<file path="src/rtl/div_sequencer.sv">
// Restoring shift-subtract unsigned divider, one quotient bit per
// SHIFTING/SUBTRACTING pair, start/ready handshake.
module div_sequencer #(
  parameter int N = 4
) (
  input  logic         clock,
  input  logic         rst,
  input  logic         start,
  input  logic [N-1:0] dividend,
  input  logic [N-1:0] divisor,
  output logic [N-1:0] quotient,
  output logic [N-1:0] remainder,
  output logic         ready,
  output logic         busy,
  output logic         div_by_zero
);

  localparam int CW = $clog2(N + 1);

  typedef enum logic [1:0] {
    IDLE,
    SHIFTING,
    SUBTRACTING,
    STOPPED
  } state_t;

  state_t          r_state;
  state_t          w_next;
  logic [N:0]      r_a;
  logic [N-1:0]    r_q;
  logic [N-1:0]    r_m;
  logic [CW-1:0]   r_count;
  logic [N-1:0]    r_quot;
  logic [N-1:0]    r_rem;
  logic            r_dbz;
  logic [N:0]      w_diff;
  logic [CW-1:0]   w_cnt_dec;
  logic            w_fits;
  logic            w_zero;

  assign w_diff    = r_a - {1'b0, r_m};
  assign w_fits    = ~w_diff[N];
  assign w_cnt_dec = r_count - CW'(1);
  assign w_zero    = (divisor == '0);
  assign quotient  = r_quot;
  assign remainder = r_rem;

  always_ff @(posedge clock) begin
    if (rst) r_state <= IDLE;
    else     r_state <= w_next;
  end

  always_comb begin
    w_next      = IDLE;
    ready       = 1'b0;
    busy        = 1'b0;
    div_by_zero = 1'b0;
    case (r_state)
      IDLE: begin
        w_next = IDLE;
        if (start) w_next = w_zero ? STOPPED : SHIFTING;
      end
      SHIFTING: begin
        busy   = 1'b1;
        w_next = SUBTRACTING;
      end
      SUBTRACTING: begin
        busy   = 1'b1;
        w_next = (w_cnt_dec == '0) ? STOPPED : SHIFTING;
      end
      STOPPED: begin
        ready       = 1'b1;
        div_by_zero = r_dbz;
        w_next      = STOPPED;
        if (start) w_next = w_zero ? STOPPED : SHIFTING;
      end
      default: w_next = IDLE;
    endcase
  end

  always_ff @(posedge clock) begin
    if (rst) begin
      r_a     <= '0;
      r_q     <= '0;
      r_m     <= '0;
      r_count <= '0;
      r_quot  <= '0;
      r_rem   <= '0;
      r_dbz   <= 1'b0;
    end else begin
      case (r_state)
        IDLE, STOPPED: begin
          if (start) begin
            r_a     <= '0;
            r_q     <= dividend;
            r_m     <= divisor;
            r_count <= CW'(N);
            r_dbz   <= w_zero;
            // Divide by zero completes on the launch edge itself
            if (w_zero) begin
              r_quot <= '1;
              r_rem  <= dividend;
            end
          end
        end
        SHIFTING: begin
          {r_a, r_q} <= {r_a[N-1:0], r_q, 1'b0};
        end
        SUBTRACTING: begin
          if (w_fits) r_a <= w_diff;
          r_q[0]  <= w_fits;
          r_count <= w_cnt_dec;
          if (w_cnt_dec == '0) begin
            r_quot <= {r_q[N-1:1], w_fits};
            r_rem  <= w_fits ? w_diff[N-1:0] : r_a[N-1:0];
          end
        end
        default: ;
      endcase
    end
  end

endmodule
</file>
<file path="config.mk">
export PLATFORM = sky130hd
export DESIGN_NAME = div_sequencer
export DESIGN_NICKNAME = d
export VERILOG_FILES = /design/src/rtl/div_sequencer.sv
export SDC_FILE = /design/constraint.sdc
export NUM_CORES = 1
export LEC_CHECK = 0
export BUFFER_PORTS_ARGS = -buffer_cell sky130_fd_sc_hd__buf_2
export CORE_ASPECT_RATIO = 0.9
export CORE_UTILIZATION = 50
export DETAILED_ROUTE_END_ITERATION = 8
export GPL_TIMING_DRIVEN = 0
export PLACE_DENSITY = 0.82
export REMOVE_ABC_BUFFERS = 1
export SYNTH_ARGS = -nofsm -noshare
export SYNTH_HDL_FRONTEND = slang
export SYNTH_SLANG_ARGS = --single-unit
</file>
<file path="constraint.sdc">
create_clock -name clock -period 2.9 [get_ports clock]
set_input_delay 0.435 -clock clock [delete_from_list [all_inputs] [get_ports clock]]
set_output_delay 0.435 -clock clock [all_outputs]
set_load 0.01 [all_outputs]
</file>
# Yosys cells after proc, flatten, opt, wreduce, memory -nomap -nowiden
# Cells that the tools add are included.
[classes] n_addsub=2 reduce_logical=12 n_mux=25 bitwise=1 eq_ne=7
[ops] op="$mux 4" n=8
[ops] op="$pmux 4 s2" n=2
[ops] op="$pmux 5 s3" n=1
[ops] op="$pmux 3 s2" n=2
[ops] op="$mux 5" n=2
[ops] op="$mux 2" n=4
[ops] op="$ne 2x2->1 const B" n=4
[ops] op="$pmux 2 s4" n=1
[ops] op="$reduce_and 2->1" n=4
[ops] op="$sub 5x4->5" n=1
[ops] op="$eq 2x2->1 const B" n=2
[ops] op="$logic_not 4->1" n=1
[ops] op="$reduce_and 4->1" n=1
[ops] op="$reduce_bool 2->1" n=2
[ops] op="$reduce_or 2->1" n=2
[ops] op="$logic_not 3->1" n=1
[ops] op="$mux 1" n=3
[ops] op="$mux 3" n=1
[ops] op="$pmux 1 s3" n=1
[ops] op="$sub 3x1->3 const B" n=1
[ops] op="$eq 2x1->1 const B" n=1
[ops] op="$logic_not 2->1" n=1
[ops] op="$not 1->1" n=1
[totals] register_bits=27 elab_cells=56 out_inout_bits=11 in_bits=11

# Logic depth before layout (Yosys ltp)
# Gate-level depths: netlist of run 1.
[logic_depth] ltp_word=4 mapped_depth=8 ltp_nobuf=8

# Worst setup path before layout of run 1
# Ideal clock, no wire load.
[synth_timing] kind="register to register" start="register r_a[0]" end="register r_rem[3], in the netlist remainder[3]" slack_ns=0.898 t_required_ns=2.809 synth_period_minus_slack_ns=2.002 arrival_time_ns=1.911 setup_ns=0.091 n_path_buf=0 path_stages_with_launch=9 cell_sequence="dfxtp_1 inv_1 ha_1 fa_1 nand2b_1 o2bb2ai_2 xnor2_1 o21ai_0 a311oi_1"
[synth_via] elab_chain_cells=4
[synth_rtl] item="start: declaration" line="29" text="logic [N:0] r_a;"
[synth_rtl] item="start signal: assignment" line="107" text="{r_a, r_q} <= {r_a[N-1:0], r_q, 1'b0};"
[synth_rtl] item="start signal: assignment" line="110" text="if (w_fits) r_a <= w_diff;"
[synth_rtl] item="$sub 5x4->5" line="41" text="assign w_diff = r_a - {1'b0, r_m};"
[synth_rtl] item="$mux 4" line="115" text="r_rem <= w_fits ? w_diff[N-1:0] : r_a[N-1:0];"
[synth_rtl] item="$mux 4" line="113" text="if (w_cnt_dec == '0) begin"
[synth_rtl] item="$pmux 4 s2" line="91" text="case (r_state)"
[synth_rtl] item="end signal: assignment" line="102" text="r_rem <= dividend;"
[synth_rtl] item="end signal: assignment" line="115"
[synth_rtl] item="end: declaration" line="34" text="logic [N-1:0] r_rem;"
# Every way passes these cells. The select of a mux whose other input is x is not followed.
# A chain may end at the register's enable or synchronous reset.

# Final worst setup path of run 1
# Same ends and word-level chain as after synthesis.

==> results of run 1 <==
flip-flops by register name, summed over array words and instances (netlist names):
| register | flops |
|---|---|
| r_count | 3 |
| remainder | 4 |
| quotient | 4 |
| r_q | 4 |
| r_state | 2 |
| r_a | 5 |
| r_dbz | 1 |
| r_m | 4 |
cells in the mapped netlist, types with 4 or more instances:
| cell | n |
|---|---|
| inv_1 | 14 |
| dfxtp_1 | 27 |
| a21oi_1 | 14 |
| a211oi_1 | 6 |
| nand3_1 | 4 |
| nor2_1 | 18 |
| ha_1 | 10 |
| o21ai_0 | 11 |
| nand2_1 | 19 |
| o22ai_1 | 5 |
| nand2b_1 | 4 |
| mux2i_1 | 4 |
power by group through the flow:
stage               Clock (mW)  Sequential, mW  Combinational [mW]
floorplan                    0           0.427               0.176
global placement             0           0.427               0.241
detailed placement           0           0.429               0.243
CTS                      0.180           0.421               0.244
global route             0.196           0.425               0.276
finish                   0.177           0.421               0.246
routing by layer:
metal / vias up / GRT usage (%) / part of all wire, %
met3: 3 / 4.26 / 6.3
met2: 44 / 31.3 / 44
met1: 601 / 30.9 / 49
met4: 0 / 7.20 / 0.67
met5: - / 0 / 0
li1: 680 / - / -
cell families (layout without fill, tap and decap cells):
logic type | after synthesis | count (layout) | synth area share [%]
AOI/OAI and AO/OA | 53 | 53 | 23.3
DFF | 27 | 27 | 35.0
buffers and inverters | 22 | 39 | 5.51
adders and majority gates | 11 | 11 | 9.41
xor gates and xnor gates | 4 | 4 | 2.27
muxes | 6 | 6 | 5.03
and+or+nand+nor | 59 | 59 | 19.5
worst max path at each step:
stage	slack, ns	endpoint	from
after global placement	0.58	remainder[3]	r_a[0]
after CTS	0.50	remainder[3]	r_a[0]
after global routing	0.33	remainder[3]	r_a[0]
final	0.51	remainder[3]	r_a[0]
after detailed placement	0.54	remainder[3]	r_a[0]
after floorplan	0.90	remainder[3]	r_a[0]
layout make-up:
type	count	area share (%)
Tap cell	40	2.95
Multi-Input combinational cell	133	54.1
Clock buffer	3	1.33
Clock inverter	1	0.443
Inverter	14	3.10
Sequential cell	27	31.9
Timing Repair Buffer	21	6.20
metrics by stage:
stage	setup slack, ns	power (mW)	instance area (sq um)	util [%]	hold slack, ns
5_1_grt	0.325	0.897	1700	59.7	0.334
3_3_place_gp	0.582	0.669	1670	58.7	0.446
4_1_cts	0.498	0.845	1700	59.7	0.339
2_1_floorplan	0.898	0.604	1510	-	0.426
6_report	0.506	0.843	1700	59.7	0.344
3_5_place_dp	0.543	0.672	1670	58.7	0.455
critical path: stages (launching register included):
cell	delay [ns]
dfxtp_1	0.40
inv_1	0.06
ha_1	0.22
fa_1	0.41
nand2b_1	0.17
o2bb2ai_2	0.19
xnor2_1	0.38
o21ai_0	0.17
a311oi_1	0.32
==> impl_metrics.ini, run 1 <==
[job]
cap_violations = 0

[worst_setup_path]
arrival_ns = 2.65
timing.reg2reg.worst_path_depth = 8
r2r_end = remainder[3]
worst-endpoint-required_ns = 3.16
cp-start-kind = flop
crit-reg2reg-launch = r_a[0]
timing_worst_setup_path_type = reg2reg
cp-end-kind = flop
critPathMaxFanout = 4
timing.reg2reg.setup_slack_ns = 0.51

[clocking]
worstSkewPairLatency_ns = 0.34
htreeDepth = 1
tritoncts.num_buffers = 3
clock_tree.buffer_depth = 2
path_clk_slew_ns = 0.16
holdBufCountCts = 0
cts_repair_resize_count = 0
cts_sinks = 27
tritoncts = built
post-cts-setup-buffers = 0
clock_tree.root_cell = clkbuf_4

[placement]
place.detailed.instances = 235
detailed_place_hpwl_mm = 2.25
finalWeightedCongestion = 0.844
place.port_buffers = 21

[power_and_ir_drop]
internal-power_mw = 0.549
share_of_total_power_in_sequential_cells_pct = 49.9
power.share.switching_pct = 34.9
netsw_mw = 0.294
comb_power_share_pct = 29.1
total_leakage_power_nw = 0.656
power.clock.fraction_pct = 21.0
vdd_ir_drop_max_mv = 0.303
power.density_nw_per_um2 = 497

[yosys]
synth_enable_flop_cells = 0
synth_area_sq_um = 1540
yosysSeqAreaShare_pct = 35.0
synth_cells = 182
avgSynthCellArea_sq_um = 8.48
postSynth.topFlopCell = dfxtp_1
synth_top_cell_area_share_pct = 35.0
yosys_warnings = 0
postSynth.asyncResetShare_pct = 0
synth_cell_type_count = 43
postSynthRegisterBits = 27
synth_area_leader_cell = dfxtp_1
post_synth_main_area_contributors = dfxtp_1 35%, ha_1 8.1%, nand2_1 4.6%

[floorplan]
die-area_sq_um = 3310
ios = 22
die_x_um = 60.6
core.rowCount = 18
die_height_um = 54.7
starting_utilization_of_the_core_area_pct = 54.4
design.core.area_sq_um = 2840

[cells_and_area]
syn2layout_area_growth_pct = 9.89
final.fill_count = 266
post_layout_nonfiller_instances = 239
insertedDiodeCount = 0
drive_above_1_share_pct = 17.1
num-nets-final = 222
mostFrequentLayoutCell = dfxtp_1
seqCellArea_sq_um = 541
most-common-layout-cells = 27 x dfxtp_1, 21 x buf_2, 19 x nand2_1
multi_input_area_sq_um = 917

[worst_hold_path]
hold_path_startpoint = divisor[2]
hold_end = r_m[2]
worst_min_path_class = in2reg
min_delay_path_depth = 3

[detailed_routing]
wl_mm = 3.15
final_antenna_net_count = 0
drt-initial-drc-count = 109
viasPerCell = 5.56
routed_wire_length_per_instance_um = 13.2
count_of_vias_placed_by_the_detailed_router = 1328
drc_errors = 0
first_pass_iters = 4

[global_routing]
grt_remaining_overflow = 0
first_global_vias = 1150
grt_use_total_pct = 21.3
grt_pass1_wl_mm = 5.21
initial_antenna_violation_count = 0
grt_max_degree = 30

[timing]
grt_setup_unrepaired = false
finalClockSkew_ns = 0.00635
fmax_mhz = 418
timing.final.setup_violations = 0
layout_min_cycle_time_ns = 2.39
timing.final.max_slew_violations = 0
ratio_of_final_minimum_period_to_clock_period_pct = 82.6
final.setup.tns_ns = 0
worst_slew_pin_tran_ns = 0.691
hold_fails_final_rpt = 0
relSlewSlack_pct = 53.9

[outcome]
status = finished clean
Note: power is estimated with default switching activity, not from simulation.
==> run 2, diff against run 1 <==
ABC_AREA = 1   (was unset)
PLACE_DENSITY = 0.85   (was 0.82)
clock period = 2.1 ns   (was 2.9 ns; I/O delays follow)
==> impl_metrics.ini, run 2 <==
[outcome]
status = finished clean

[power_and_ir_drop]
power.share.switching_pct = 31.3
vdd_ir_drop_max_mv = 0.428
power.clock.fraction_pct = 23.1
power.density_nw_per_um2 = 569
netsw_mw = 0.312
internal-power_mw = 0.684
comb_power_share_pct = 21.1
share_of_total_power_in_sequential_cells_pct = 55.8
total_leakage_power_nw = 0.843

[detailed_routing]
drc_errors = 0
wl_mm = 3.28
first_pass_iters = 4
final_antenna_net_count = 0
count_of_vias_placed_by_the_detailed_router = 1481
drt-initial-drc-count = 85
viasPerCell = 5.05
routed_wire_length_per_instance_um = 11.2

[placement]
finalWeightedCongestion = 0.932
placement.setup.worst_slack_ns = 0.119
place.port_buffers = 21
detailed_place_hpwl_mm = 2.59

[worst_hold_path]
hold_path_startpoint = divisor[0]
worst_min_path_class = in2reg
hold_end = r_m[0]
min_delay_path_depth = 3

[cells_and_area]
max_reg_flops = 5
drive_above_1_share_pct = 15.5
mostFrequentLayoutCell = nand2_1
syn2layout_area_growth_pct = 9.62
num-nets-final = 274
multi_input_area_sq_um = 891
regMostFlops = r_a
final.fill_count = 313
most-common-layout-cells = 51 x nand2_1, 32 x nor2_1, 29 x inv_1
seqCellArea_sq_um = 542
insertedDiodeCount = 0

[global_routing]
gr-usage-met1_pct = 30.3
grt_use_total_pct = 21.4
initial_antenna_violation_count = 0
grt_max_degree = 19
globalRoute.busiestLayer = met2
grt_remaining_overflow = 0
met2_track_usage_gr_pct = 34.4
grt_pass1_wl_mm = 5.64
first_global_vias = 1339
grt.met3_usage_pct = 4.19

[worst_setup_path]
critPathMaxStageDelay_ns = 0.57
arrival_ns = 2.17
timing.reg2reg.worst_path_depth = 9
timing.critical_path.cells = inv_1 -> ha_1 -> nand2_1 -> nand2_4 -> nand2_4 -> a21oi_1 -> nand2_1 -> nor2_1 -> nor2_1
timing_worst_setup_path_type = reg2reg
critPathMaxFanout = 10
worst-endpoint-required_ns = 2.34
cp-end-kind = flop
timing.critical_path.slowest_stage_cell = ha_1
cp-start-kind = flop
crit-reg2reg-launch = r_state[0]
timing.reg2reg.setup_slack_ns = 0.17
r2r_end = remainder[3]

[clocking]
cts_sinks = 27
htreeDepth = 1
worstSkewPairLatency_ns = 0.33
clock_tree.root_cell = clkbuf_4
tritoncts = built
tritoncts.num_buffers = 3
clock_tree.buffer_depth = 2
path_clk_slew_ns = 0.15

[yosys]
avgSynthCellArea_sq_um = 6.92
synth_enable_flop_cells = 0
yosysMostFrequentCell = nand2_1
synth_area_leader_cell = dfxtp_1
synth_cell_type_count = 25
yosysSeqAreaShare_pct = 33.8
synth.cells.most_frequent = 52 x nand2_1, 32 x nor2_1, 29 x inv_1
synth_area_sq_um = 1600
postSynth.asyncResetShare_pct = 0
synth_cells = 231
post_synth_main_area_contributors = dfxtp_1 34%, nand2_1 12%, ha_1 7.8%
synth_top_cell_area_share_pct = 33.8
postSynthRegisterBits = 27
postSynth.topFlopCell = dfxtp_1
yosys_warnings = 0

[floorplan]
die-area_sq_um = 3430
ios = 22
design.core.area_sq_um = 3040
die_height_um = 55.7
starting_utilization_of_the_core_area_pct = 52.5
core.rowCount = 19
die_x_um = 61.6

[timing]
ratio_of_final_minimum_period_to_clock_period_pct = 91.9
final.setup.tns_ns = 0
grt_setup_unrepaired = false
worst_slew_pin_tran_ns = 0.481
finalClockSkew_ns = 0.00358
layout_min_cycle_time_ns = 1.93
timing.final.max_slew_violations = 0
fmax_mhz = 518
hold_fails_final_rpt = 0
timing.final.setup_violations = 0
relSlewSlack_pct = 67.9
timing.final.ws_setup_ns = 0.171

[job]
cap_violations = 0
[run 2: cell types whose count changed after synthesis, sizes merged, moves of 6 or more]
cell,before,now
inv,14,33
a211oi,6,0
nand2,19,55
nand3,4,14
nor2,19,35
o21ai,11,20
[run 2: metrics by stage]
stage               cells  area, sq um  utilization (%)  hold WS (ns)  power (mW)
floorplan             226         1560                -         0.384       0.717
global placement      289         1720             56.5         0.447       0.769
detailed placement    289         1720             56.5         0.455       0.775
CTS                   293         1750             57.5         0.216        1.00
global route          293         1750             57.6         0.223        1.06
finish                293         1750             57.6         0.220       0.997
[run 2: cells by family after synthesis]
| family | synth area share, % |
|---|---|
| and+or+nand+nor | 33.0 |
| AOI/OAI and AO/OA | 13.5 |
| buffers and inverters | 10.6 |
| DFF | 33.8 |
| adders and majority gates | 9.08 |
[run 2: power by group through the flow]
| stage | clock, mW | combinational [mW] | sequential [mW] |
|---|---|---|---|
| 3_5_place_dp | 0 | 0.208 | 0.567 |
| 2_1_floorplan | 0 | 0.152 | 0.565 |
| 4_1_cts | 0.236 | 0.209 | 0.556 |
| 5_1_grt | 0.256 | 0.242 | 0.560 |
| 6_report | 0.230 | 0.210 | 0.556 |
| 3_3_place_gp | 0 | 0.202 | 0.566 |
[run 2: repair_timing]
action / CTS / global route
setup endpoints to repair: 0 / 5
hold buffers: 0 / 0
buffers inserted: 0 / 0
gates resized for setup: 0 / 2
[run 2: worst max path at each step]
stage	end	depth (start not counted)	start
2_1_floorplan	r_a[2]	13	r_a[0]
3_3_place_gp	r_a[2]	13	r_a[0]
3_5_place_dp	r_a[2]	13	r_a[0]
4_1_cts	r_a[2]	13	r_a[0]
5_1_grt	remainder[2]	9	r_state[0]
6_report	remainder[3]	9	r_state[0]
[run 2: layout make-up]
| class | count | area share, % |
|---|---|---|
| clock inverters | 1 | 0.428 |
| clock buffers | 3 | 1.28 |
| inverters | 34 | 7.57 |
| repair buffers | 21 | 6.00 |
| flip-flops and latches | 27 | 30.9 |
| multi-input cells | 165 | 50.8 |
| well taps | 42 | 3.00 |
[run 2: critical path, delay by kind of cell (launching register included)]
| family | cells | cell delay, ns |
|---|---|---|
| compound gates | 1 | 0.13 |
| fa+ha+maj | 1 | 0.57 |
| buf+inv | 1 | 0.07 |
| flops | 1 | 0.39 |
| simple gates | 6 | 0.67 |
[run 2: layer usage]
layer,share of wire (%),vias to the layer above
li1,-,777
met1,47,656
met2,46,46
met3,6.9,2
met4,0.24,0
met5,0,-
==> run 3, diff against run 2 <==
REMOVE_ABC_BUFFERS = unset   (was 1)
==> impl_metrics.ini, run 3 (same netlist as run 2, synthesis figures left out) <==
[floorplan]
design.core.area_sq_um = 3040
core.rowCount = 19
die-area_sq_um = 3430
starting_utilization_of_the_core_area_pct = 52.5
ios = 22
die_x_um = 61.6
die_height_um = 55.7

[detailed_routing]
drt-initial-drc-count = 69
first_pass_iters = 4
routed_wire_length_per_instance_um = 11.7
final_antenna_net_count = 0
count_of_vias_placed_by_the_detailed_router = 1497
wl_mm = 3.48
drc_errors = 0
viasPerCell = 5.04

[cells_and_area]
num-nets-final = 278
drive_above_1_share_pct = 16.9
seqCellArea_sq_um = 542
final.fill_count = 314
syn2layout_area_growth_pct = 11.6
multi_input_area_sq_um = 893
most-common-layout-cells = 50 x nand2_1, 32 x nor2_1, 29 x inv_1
fin_util_pct = 58.6
mostFrequentLayoutCell = nand2_1
regMostFlops = r_a
insertedDiodeCount = 0
max_reg_flops = 5
final_design_area_no_fill_sq_um = 1780

[clocking]
cts_sinks = 27
clock_tree.root_cell = clkbuf_4
tritoncts = built
clock_tree.buffer_depth = 2
worstSkewPairLatency_ns = 0.33
holdBufCountCts = 0
tritoncts.num_buffers = 3
path_clk_slew_ns = 0.14
htreeDepth = 1

[worst_setup_path]
timing.critical_path.slowest_stage_cell = fa_1
worst_path_dominant_cell_family = simple AND/OR/NAND/NOR gates
critPathMostFrequentCell = nand2_1
worst-endpoint-required_ns = 2.35
timing.critical_path.cells = inv_1 -> ha_1 -> fa_1 -> inv_1 -> nand2_1 -> nand2_1 -> nand3_1 -> nand3_2 -> nand2_2 -> inv_2 -> nand2_1 -> nand2_1 -> nor2_1
critPathMaxStageDelay_ns = 0.39
critPathMaxFanout = 5
timing_worst_setup_path_type = reg2reg
cp-end-kind = flop
critical_path.n_buffers_inverters = 3
cp-start-kind = flop
arrival_ns = 2.21

[global_routing]
initial_antenna_violation_count = 0
grt_remaining_overflow = 0
grt_pass1_wl_mm = 5.86
grt_max_degree = 15
first_global_vias = 1325
grt_use_total_pct = 22.7

[power_and_ir_drop]
total_leakage_power_nw = 0.865
power.density_nw_per_um2 = 566
vdd_ir_drop_max_mv = 0.467

[placement]
placed_area_sq_um = 1750
detailed_place_hpwl_mm = 2.70
place.port_buffers = 20
finalWeightedCongestion = 0.880
placement.setup.worst_slack_ns = 0.121

[timing]
worst_slew_pin_tran_ns = 0.385
grt_setup_unrepaired = false
layout_min_cycle_time_ns = 1.96
relSlewSlack_pct = 74.2
timing.final.max_slew_violations = 0
fmax_mhz = 511
final.setup.tns_ns = 0
timing.final.setup_violations = 0
finalClockSkew_ns = 0.00167
ratio_of_final_minimum_period_to_clock_period_pct = 93.2
timing.final.ws_setup_ns = 0.143
hold_fails_final_rpt = 0

[worst_hold_path]
worst_min_path_class = in2reg

[yosys]
postSynthNetCount = 253

[job]
cap_violations = 0

[outcome]
status = finished clean
run 3: cell types whose count changed in the layout (fill, tap and decap cells not counted), sizes merged:
| cell | delta |
|---|---|
| clkbuf | +1 |
| buf | +4 |
| clkinvlp | -1 |
run 3: worst paths after layout:
kind / startpoint / endpoint / slack, ns / depth (start not counted)
worst max-delay path: r_a[0] / r_a[4] / 0.14 / 13
worst min-delay path: divisor[0] / r_m[0] / 0.22 / 3
worst max register to register: r_a[0] / r_a[4] / 0.14 / 13
worst min register to register: quotient[0] / quotient[0] / 0.47 / 2
run 3: metal layers:
| metal | part of all wire [%] | GRT usage, % | up-vias | wire length, um |
|---|---|---|---|---|
| met2 | 48 | 33.5 | 44 | 1660 |
| li1 | - | - | 785 | - |
| met4 | 1.5 | 6.67 | 0 | 52 |
| met3 | 5.2 | 4.42 | 7 | 180 |
| met1 | 46 | 33.3 | 661 | 1590 |
| met5 | 0 | 0 | - | 0 |
run 3: per-stage QoR:
step / power, mW / hold WS (ns) / instances
after floorplan: 0.725 / 0.433 / 231
after global placement: 0.775 / 0.452 / 293
after detailed placement: 0.783 / 0.456 / 293
after CTS: 1.01 / 0.216 / 297
after global routing: 1.07 / 0.225 / 297
final: 1.01 / 0.223 / 297
run 3: layout make-up:
| type | instances | area share [%] |
|---|---|---|
| multi-input combinational | 165 | 50.1 |
| clock buffer | 4 | 1.47 |
| timing repair buffer | 20 | 5.61 |
| sequential | 27 | 30.4 |
| tap | 42 | 2.95 |
| inverter | 34 | 7.43 |
| buffer | 5 | 2.10 |
run 3: worst reg2reg max path: stages, from the launching register on:
cell and delay (ns):
dfxtp_2 0.38, inv_1 0.05, ha_1 0.21, fa_1 0.39, inv_1 0.09, nand2_1 0.07
nand2_1 0.08, nand3_1 0.08, nand3_2 0.16, nand2_2 0.11, inv_2 0.11, nand2_1 0.06
nand2_1 0.06, nor2_1 0.04
run 3: repair_timing:
action | CTS | global route
buffers inserted | 0 | 0
setup endpoints to repair | 0 | 8
gates resized for setup | 0 | 3
run 3: power breakdown:
part | switching (mW) | internal (mW)
Clock | 0.158 | 0.0748
Sequential | 0.0175 | 0.539
Combinational | 0.142 | 0.0783
Total | 0.318 | 0.692
